## config.mk

```make
export PLATFORM = sky130hd
export DESIGN_NAME = stream_frame_slicer
export DESIGN_NICKNAME = d
export VERILOG_FILES = /design/src/rtl/stream_frame_slicer.sv
export SDC_FILE = /design/constraint.sdc
export NUM_CORES = 1
export LEC_CHECK = 0
export ABC_AREA = 1
export ABC_CLOCK_PERIOD_IN_PS = 2960
export CAP_MARGIN = 15
export CORE_UTILIZATION = 53
export CTS_CLUSTER_DIAMETER = 150
export DETAILED_ROUTE_END_ITERATION = 7
export GPL_ROUTABILITY_DRIVEN = 0
export MAX_ROUTING_LAYER = met4
export PLACE_DENSITY = 0.82
export SLEW_MARGIN = 40
export SYNTH_ARGS = -nofsm -noshare
export SYNTH_HDL_FRONTEND = slang
export SYNTH_SLANG_ARGS = --single-unit
```

## constraint.sdc

```tcl
create_clock -name clock -period 2.96 [get_ports clock]
set_clock_uncertainty 0.15 [all_clocks]
set_input_delay 0.592 -clock clock [delete_from_list [all_inputs] [get_ports clock]]
set_output_delay 0.592 -clock clock [all_outputs]
set_load 0.03 [all_outputs]
```

## src/rtl/stream_frame_slicer.sv

```systemverilog
// stream_frame_slicer
//   Cuts a beat stream into frames of frame_len beats. An upstream wr_last
//   ends a frame early. Beats pass through a 2-entry skid buffer that holds
//   {data, last}. The buffer gives one cycle of latency and sustains one
//   beat per cycle.
// Ports
//   clock, rst            : clock, asynchronous active-high reset
//   wr_data/wr_vld/wr_last: input beat, valid and upstream end-of-frame
//   wr_ready              : buffer has a free entry (registered state only)
//   frame_len             : target length, sampled on a frame's first beat
//   rd_data/rd_vld/rd_last: head-of-buffer beat, valid and frame end
//   rd_ready              : downstream accept
//   frame_cnt             : frames emitted, wraps at 16 bits
//   short_err             : one-cycle pulse when wr_last cut a frame short
module stream_frame_slicer #(
  parameter int DSIZE   = 8,
  parameter int MAX_LEN = 16,
  parameter int LSIZE   = $clog2(MAX_LEN+1)
) (
  input  logic             clock,
  input  logic             rst,
  input  logic [DSIZE-1:0] wr_data,
  input  logic             wr_vld,
  output logic             wr_ready,
  input  logic             wr_last,
  input  logic [LSIZE-1:0] frame_len,
  output logic [DSIZE-1:0] rd_data,
  output logic             rd_vld,
  input  logic             rd_ready,
  output logic             rd_last,
  output logic [15:0]      frame_cnt,
  output logic             short_err
);

  logic [DSIZE-1:0] r_mem_d [2];
  logic             r_mem_l [2];
  logic             r_wptr, r_rptr;
  logic [1:0]       r_occ;
  logic [LSIZE-1:0] r_beat, r_len;
  logic [15:0]      r_fcnt;
  logic             r_serr;

  logic             w_wr, w_rd;
  logic [LSIZE-1:0] w_len_in, w_len, w_len_m1;
  logic             w_last, w_short;

  assign wr_ready = (r_occ != 2'd2);
  assign rd_vld   = (r_occ != 2'd0);
  // Masked while empty so a drained buffer reads back as zeros, like after reset.
  assign rd_data  = rd_vld ? r_mem_d[r_rptr] : '0;
  assign rd_last  = rd_vld & r_mem_l[r_rptr];
  assign frame_cnt = r_fcnt;
  assign short_err = r_serr;

  assign w_wr = wr_vld & wr_ready;
  assign w_rd = rd_vld & rd_ready;

  // A length of 0 is treated as 1. Lengths above MAX_LEN are clamped.
  always_comb begin
    w_len_in = frame_len;
    if (frame_len == '0)                w_len_in = LSIZE'(1);
    else if (frame_len > LSIZE'(MAX_LEN)) w_len_in = LSIZE'(MAX_LEN);
  end

  // On the first beat, use the length being latched. Later beats use the stored length.
  assign w_len    = (r_beat == '0) ? w_len_in : r_len;
  assign w_len_m1 = w_len - LSIZE'(1);
  assign w_last   = (r_beat == w_len_m1) | wr_last;
  assign w_short  = wr_last & (r_beat < w_len_m1);

  always_ff @(posedge clock or posedge rst) begin
    if (rst) begin
      r_mem_d[0] <= '0;
      r_mem_d[1] <= '0;
      r_mem_l[0] <= 1'b0;
      r_mem_l[1] <= 1'b0;
      r_wptr     <= 1'b0;
      r_rptr     <= 1'b0;
      r_occ      <= 2'd0;
      r_beat     <= '0;
      r_len      <= '0;
      r_fcnt     <= '0;
      r_serr     <= 1'b0;
    end else begin
      r_serr <= w_wr & w_short;
      if (w_wr) begin
        r_mem_d[r_wptr] <= wr_data;
        r_mem_l[r_wptr] <= w_last;
        r_wptr          <= ~r_wptr;
        if (r_beat == '0) r_len <= w_len_in;
        r_beat <= w_last ? '0 : r_beat + LSIZE'(1);
      end
      if (w_rd) begin
        r_rptr <= ~r_rptr;
        if (rd_last) r_fcnt <= r_fcnt + 16'd1;
      end
      // Occupancy is unchanged when a read and a write happen in the same cycle.
      if (w_wr && !w_rd)      r_occ <= r_occ + 2'd1;
      else if (w_rd && !w_wr) r_occ <= r_occ - 2'd1;
    end
  end

endmodule

```

==> reports/metrics.cfg <==
[power]
intPower_w=0.001699
switchingPower_w=0.001430
comb_power_share=0.540
p_per_area_nw_per_um2=950.7
leakagePower_nw=1.600
clkPwrFrac=0.120
pwr-share-seq=0.341
irDropWorstVdd_mv=0.5973
switching_share=0.4570

[worst_hold_path]
whs_endpoint=r_len[3]$_DFFE_PP0P_
hp-class=flip-flop to flip-flop
min_from=r_len[3]$_DFFE_PP0P_
hold_depth=2

[outcome]
status=completed

[synth]
netlist_top_cells_area=dfrtp_1 47%, nand2_1 12%, inv_1 6.2%
synthFlopType=dfrtp_1
synth_warnings=0
synth_nets=355
synthTopCellsByCount=86 x nand2_1, 49 x dfrtp_1, 43 x inv_1
synth-edff-count=0
synth_area_um2=2623
syn_inst=328
synth_top_cell_by_area=dfrtp_1
syn_avg_cell_area_um2=7.995
synth.most_common_cell=nand2_1
ys_ff_latch=49
ys_async_sr_fraction=1.000
synth_top_area_share=0.4676
yosysSeqAreaShare=0.4676
synth.distinct_cells=23

[floorplanning]
die_w_um=72.35
start_util=0.5516
core_um2=4755
die_h_um=72.35
rows=25
die_area_um2=5234
io_pins=46

[sta]
hold_viol_final=0
timing.final.crit_period_ps=2797
fin_tns_setup_ps=0
setup_violations=0
drv_slew=0
fin_crit_sh=0.9450
relSlewSlack=0.6387
fmax_ghz=0.3575
holdWs_ps=342.1
timing.final.ws_setup_ps=162.9
tightestPinTransition_ps=541.1

[placement]
pre_cts_slack_ps=-151.6
io_buffers=45
place_hpwl_mm=3.947
dpl.cell_count=438

[worst_setup_path]
cp-end-kind=output pin
r2r_cells=16
start_kind=flip-flop
crit_start=r_rptr$_DFFE_PP0P_
timing.rr.start=r_beat[0]$_DFFE_PP0P_
rrSetupSlack_ps=200
required_ps=2220
r2r_end=r_beat[1]$_DFFE_PP0P_
critPathMaxFanout=12
critPathKind=flip-flop to output pin
crit_arrival_ps=2060

[clocking]
clk_transition_reported_paths_ps=80
clkSinkCount=49
cts_buffers=5
cts_hold_buf=0
cts_tree=yes
root_buffer=clkbuf_8
clk_latency_ps=300
clockBufferDepth=2
htreeDepth=2

[global_routing]
grt_pass1_wl_mm=9.156
use_met2=0.3759
overflow=0
grt-busiest-layer=met2
grt_max_degree=27
grt_pass1_vias=2112
grt_usage=0.2320
grt_antenna_before_repair=0
use_met3=0.05139
use_met1=0.2871

[run]
cap_violations=0

[routing]
drtIter0Drc=107
post_drt_wl_per_cell_um=12.09
drc=0
first_pass_iters=4
vias=2246
ant_nets=0
via_per_inst=4.991
wl_mm=5.442

[cells_and_area]
n_antenna_cell=0
fin_util=0.6924
fin_nets=409
final_cell_count_no_fill=450
drive_above_1_share=0.1123
synthToLayoutAreaGrowth_pct=25.52

[state kept, by name, indices dropped and copies added (netlist names)]
register / cells
frame_cnt: 16
r_beat: 5
r_len: 5
r_mem_d: 16
r_mem_l: 2
r_occ: 2
r_rptr: 1
r_wptr: 1
short_err: 1
[final cells by class]
class	instances	area [um^2]
Clock buffer	8	80.08
Fill cell	393	1463
Inverter	49	183.9
Multi-Input combinational cell	225	1215
Sequential cell	49	1226
Tap cell	67	83.83
Timing Repair Buffer	52	503.0
[worst max-delay path, stage by stage (launching register included)]
cell,delay (ps)
dfrtp_1,520
inv_1,280
nand2_1,90
a21oi_1,160
clkdlybuf4s50_1,700
[cells in the final DEF, fill, tap and decap left out]
cell              n
nor3_2            1
ha_1              9
nor3_1            4
xor2_1            8
clkbuf_1          3
nor2_4            7
nand2_1          84
a31oi_1           1
o21ai_0          14
nand3_1          16
inv_1            41
inv_2             8
o21ai_1          19
nor4_1            1
a21oi_1          11
nand4_1           8
nor3_4            1
clkdlybuf4s50_1  45
nand2_2           8
xnor2_1           6
nor2_2            3
nor2_1           21
a21oi_2           2
nand2_4           1
clkbuf_8          5
dfrtp_1          49
buf_4             7
[per-stage QoR]
stage	total power, W	instance area [um^2]
floorplan	0.002161	2623
global placement	0.002599	3146
finish	0.003130	3292
global route	0.003380	3292
CTS	0.003044	3226
detailed placement	0.002659	3146
[power groups by stage]
stage / clock network [W] / logic (W) / registers, W
4_1_cts: 0.000390 / 0.00159 / 0.00107
2_1_floorplan: 0 / 0.00107 / 0.00109
6_report: 0.000374 / 0.00169 / 0.00107
3_3_place_gp: 0 / 0.00153 / 0.00107
3_5_place_dp: 0 / 0.00158 / 0.00108
5_1_grt: 0.000417 / 0.00186 / 0.00110
[worst max-delay path by stage]
stage	depth (start not counted)	end	slack [ps]
2_1_floorplan	17	r_beat[2]$_DFFE_PP0P_	540
3_3_place_gp	14	r_beat[2]$_DFFE_PP0P_	-4
3_5_place_dp	14	r_beat[2]$_DFFE_PP0P_	-150
4_1_cts	17	r_beat[2]$_DFFE_PP0P_	30
5_1_grt	18	r_beat[1]$_DFFE_PP0P_	-30
6_report	4	rd_data[4]	160
[per-layer routing]
layer,up-vias,share of wire
met4,0,0.0068
li1,1147,-
met1,1050,0.46
met3,6,0.033
met5,-,0
met2,43,0.50
[what timing repair did]
action                                  in CTS  in global routing
endpoints found under the setup margin       0                  7
resized for setup                            0                 11
setup buffers                                0                  4
[cell families after synthesis]
group                    Yosys count  share of synthesized area
AND/OR/NAND/NOR                  155                     0.2696
buffers and inverters             54                    0.08301
flip-flops                        49                     0.4676
AO/OA/AOI/OAI                     47                    0.09017
adder cells (fa/ha/maj)            9                    0.04294
XOR/XNOR                          14                    0.04676
(Power assumes the default switching activity.)
==> RTL change 1: new RTL, same settings <==
Set the parameter `DSIZE` to 32 (it was 8).
--- a/src/rtl/stream_frame_slicer.sv
+++ b/src/rtl/stream_frame_slicer.sv
@@ -15,3 +15,3 @@
 module stream_frame_slicer #(
-  parameter int DSIZE   = 8,
+  parameter int DSIZE   = 32,
   parameter int MAX_LEN = 16,
Ports: changed (resized rd_data and wr_data); port bits go from 46 to 94. The function was not compared with the original's and may differ.
==> RTL change 1 against the original RTL <==
  * Sequential cell count up 48
  * Routed wire length is 97% higher
  * Sequential power up 110%
  * Total power rose by 130%
  * Setup slack got worse by 0.065 ns
  * Combinational power increased by 130%
  * Cell area is 92% higher
  * Via count up 88%
  * Area after synthesis is 91% higher
  * Largest cell class unchanged
  * Largest power group unchanged
==> RTL change 1: results (changes against the original RTL) <==
Run status
  • Status: finished clean (unchanged)

Critical path
  • R2R cell count: 17 (was 16)
  • Worst Setup EP: rd_data[9] (was rd_data[4])
  • FF-to-FF End: r_beat[0] (was r_beat[1])
  • Crit path max fanout: 32 (was 12)
  • CP arrival: 2.12 ns (was 2.06 ns)

Drt
  • WL met1: 4660 um (was 2510 um)
  • Final wirelength: 10,700 um (was 5440 um)
  • Number of DRC markers in iteration 0: 199 (was 107)
  • DRT Pass-1 Iters: 5 (was 4)
  • Routed wl met3: 445 um (was 182 um)
  • DR vias: 4,221 (was 2,246)
  • Met2 WL: 5470 um (was 2710 um)

Pwr
  • Register share of total power: 31.1% (was 34.1%)
  • Internal power: 3910 uW (was 1700 uW)
  • Pleak: 0.00322 uW (was 0.00160 uW)
  • Total power: 7100 uW (was 3130 uW)

Hold path
  • Hold path start: r_mem_d[46] (was r_len[3])
  • WHS Endpoint: r_mem_d[46] (was r_len[3])

Global routing
  • Global Route met2 Usage: 41.5% (was 37.6%)
  • Met1 usage: 29.7% (was 28.7%)
  • M3 GR Usage: 3.87% (was 5.14%)
  • GRT Total Usage: 24.2% (was 23.2%)

Synthesis
  • Synth top cells by count: 200 x nand2_1, 97 x dfrtp_1, 68 x inv_1 (was 86 x nand2_1, 49 x dfrtp_1, 43 x inv_1)
  • Post-Synthesis Cells: 603 (was 328)
  • Sequential-to-total area share from yosys stat: 48.5% (was 46.8%)
  • Dominant cells by area after synthesis: dfrtp_1 49%, nand2_1 15%, o21ai_2 6.1%, inv_1 5.1%, o21ai_0 3.6% (was dfrtp_1 47%, nand2_1 12%, inv_1 6.2%, ha_1 4.3%, o21ai_1 3.4%)

Place
  • Pre-CTS setup slack: -0.0676 ns (was -0.152 ns)

Finish
  • Signal buffers: 105 (was 52)
  • Share of cells above drive strength 1: 13.3% (was 11.2%)
  • Multi-input logic area: 2130 um2 (was 1210 um2)
  • Clkbuf count: 10 (was 8)
  • Inverters: 74 (was 49)
  • Non-clk buf share: 17.4% (was 15.3%)
  • Fill cell count: 731 (was 393)
  • Seq Cell Count: 97 (was 49)
  • Finished Cell Area: 6320 um2 (was 3290 um2)

CTS
  • CTS Buf Count: 9 (was 5)
  • Worst-Skew Late Latency: 0.34 ns (was 0.30 ns)

Timing
  • Worst-Margin Slew: 0.509 ns (was 0.541 ns)
  • Fmax: 349 MHz (was 358 MHz)

Floorplanning
  • Tap cells: 111 (was 67)
RTL change 1: cell count changes after synthesis, sizes merged, moves of 4 or more:
cell and change:
a21oi +22, inv +24, clkbuf +9, o21ai +47, dfrtp +48, nand2 +112
nand4 -4, buf +11
RTL change 1: cells by family after synthesis:
kind of cell,Yosys count,synth area share (%)
flops,97,48.5
buf+inv,99,9.26
compound gates,117,14.7
xor+xnor,13,2.58
simple gates,267,22.4
fa+ha+maj,10,2.50
RTL change 1: repair_timing:
action                                  CTS  global route
endpoints found under the hold margin     0             0
endpoints found under the setup margin    0            20
buffers inserted                          0             2
hold buffers                              0             0
gates resized for setup                   0            23
RTL change 1: worst max-delay path: cells and delay by family (launching register included):
family / cells / cell delay (ns)
DFF: 1 / 0.39
AOI/OAI and AO/OA: 1 / 0.19
buffers and inverters: 4 / 1.05
and+or+nand+nor: 1 / 0.13
==> RTL change 2: new RTL, same settings <==
Made on the original files. Register the output `short_err` once more, cleared by the reset; this adds one clock of latency there. The other outputs are not delayed to match. Comments in the files are not updated.
--- a/src/rtl/stream_frame_slicer.sv
+++ b/src/rtl/stream_frame_slicer.sv
@@ -52,3 +52,9 @@
   assign frame_cnt = r_fcnt;
-  assign short_err = r_serr;
+  always_ff @(posedge clock or posedge rst) begin
+    if (rst) begin
+      short_err <= '0;
+    end else begin
+      short_err <= r_serr;
+    end
+  end
 
Check against the original RTL: not equivalent (a bounded check fails within 4 cycles, from zero or initial values and one cycle with rst high).
==> RTL change 2 against the original RTL <==
  * Sequential cell count rose by 1
  * Total power up 2.0%
  * Area after synthesis grew 0.95%
  * Register-to-register slack better by 0.12 ns
  * Sequential share of layout area rose by 0.59 points
  * Routed wire length down 0.94%
  * Count of clock-buffer cells in the layout shrank 2
  * First-iteration DRC count grew 4.7%
  * Global-route usage decreased by 0.11 points
  * Setup slack better by 0.10 ns
  * Cell area is 0.46% higher
  * Largest power group unchanged
==> RTL change 2: results (changes against the original RTL) <==
Run status
  • Status: finished clean (unchanged)

Synthesis
  • Synth Area in Adders: 4.25% (was 4.29%)
  • Post-Synth XOR/XNOR Area: 4.63% (was 4.68%)
  • Syn avg cell area: 8.05 um2 (was 8.00 um2)
  • Dominant cells by area after synthesis: dfrtp_1 47%, nand2_1 12%, inv_1 6.1%, ha_1 4.3%, o21ai_1 3.4% (was dfrtp_1 47%, nand2_1 12%, inv_1 6.2%, ha_1 4.3%, o21ai_1 3.4%)
  • Syn_nets: 356 (was 355)
  • Sequential-to-total area share from yosys stat: 47.3% (was 46.8%)
  • Synth top cells by count: 86 x nand2_1, 50 x dfrtp_1, 43 x inv_1 (was 86 x nand2_1, 49 x dfrtp_1, 43 x inv_1)
  • Synth Area in Compound Gates: 8.93% (was 9.02%)

Global routing
  • Pin count of the biggest net entering global routing: 22 (was 27)
  • Global Route met2 Usage: 36.9% (was 37.6%)
  • Vias in the first global route: 2,082 (was 2,112)
  • Met1 usage: 30.2% (was 28.7%)
  • GRT Total Usage: 23.1% (was 23.2%)
  • First-pass GRT wire length: 9180 um (was 9160 um)
  • M3 GR Usage: 4.70% (was 5.14%)

Critical path
  • Crit path max fanout: 8 (was 12)
  • CP arrival: 1.95 ns (was 2.06 ns)

CTS
  • Worst-Skew Late Latency: 0.30 ns (about the same)
  • Clock-pin slew on the worst setup and hold paths: 0.09 ns

Pwr
  • Internal power: 1780 uW (was 1700 uW)
  • Switching Share: 44.3% (was 45.7%)
  • Clock share of power: 14.9% (was 12.0%)

Place
  • Post-DP Area: 3180 um2 (was 3150 um2)
  • DP HPWL: 3960 um (was 3950 um)
  • Placed insts: 440 (was 438)
  • Pre-CTS setup slack: -0.111 ns (was -0.152 ns)

Drt
  • DRT Pass-1 Iters: 5 (was 4)
  • Via density: 4.98 (was 4.99)
  • Met2 WL: 2600 um (was 2710 um)
  • Drt wl/cell: 12.0 um (was 12.1 um)
  • Number of DRC markers in iteration 0: 112 (was 107)
  • WL met1: 2540 um (was 2510 um)
  • Routed wl met3: 195 um (was 182 um)

Finish
  • Share of cells above drive strength 1: 10.5% (was 11.2%)
  • Finished Layout Cells: 448 (was 450)
  • Fin nets: 407 (was 409)
[RTL change 2: changes by cell type after synthesis, sizes merged]
cell,before,now
dfrtp,49,50
[RTL change 2: cell type report]
| class | count | area [um2] |
|---|---|---|
| fillers | 398 | 1450 |
| multi-input cells | 225 | 1200 |
| clock buffers | 6 | 72.6 |
| flip-flops and latches | 50 | 1250 |
| clock inverters | 2 | 37.5 |
| well taps | 67 | 83.8 |
| inverters | 49 | 184 |
| repair buffers | 49 | 480 |
[RTL change 2: path summary, 6_finish.rpt]
check                      slack, ns             to       from  cells past startpoint
min reg2reg                     0.21      short_err     r_serr                      0
max                             0.27     rd_data[2]     r_rptr                      4
max in group asynchronous       1.70     r_mem_d[3]        rst                      3
min                             0.21      short_err     r_serr                      0
min in group asynchronous       0.39  frame_cnt[13]        rst                      2
max reg2reg                     0.32      r_beat[2]  r_beat[0]                     17
[RTL change 2: what timing repair did]
action                                  4_1_cts  5_1_grt
gates resized for setup                       0        6
endpoints found under the setup margin        0        7
buffers inserted                              0        0
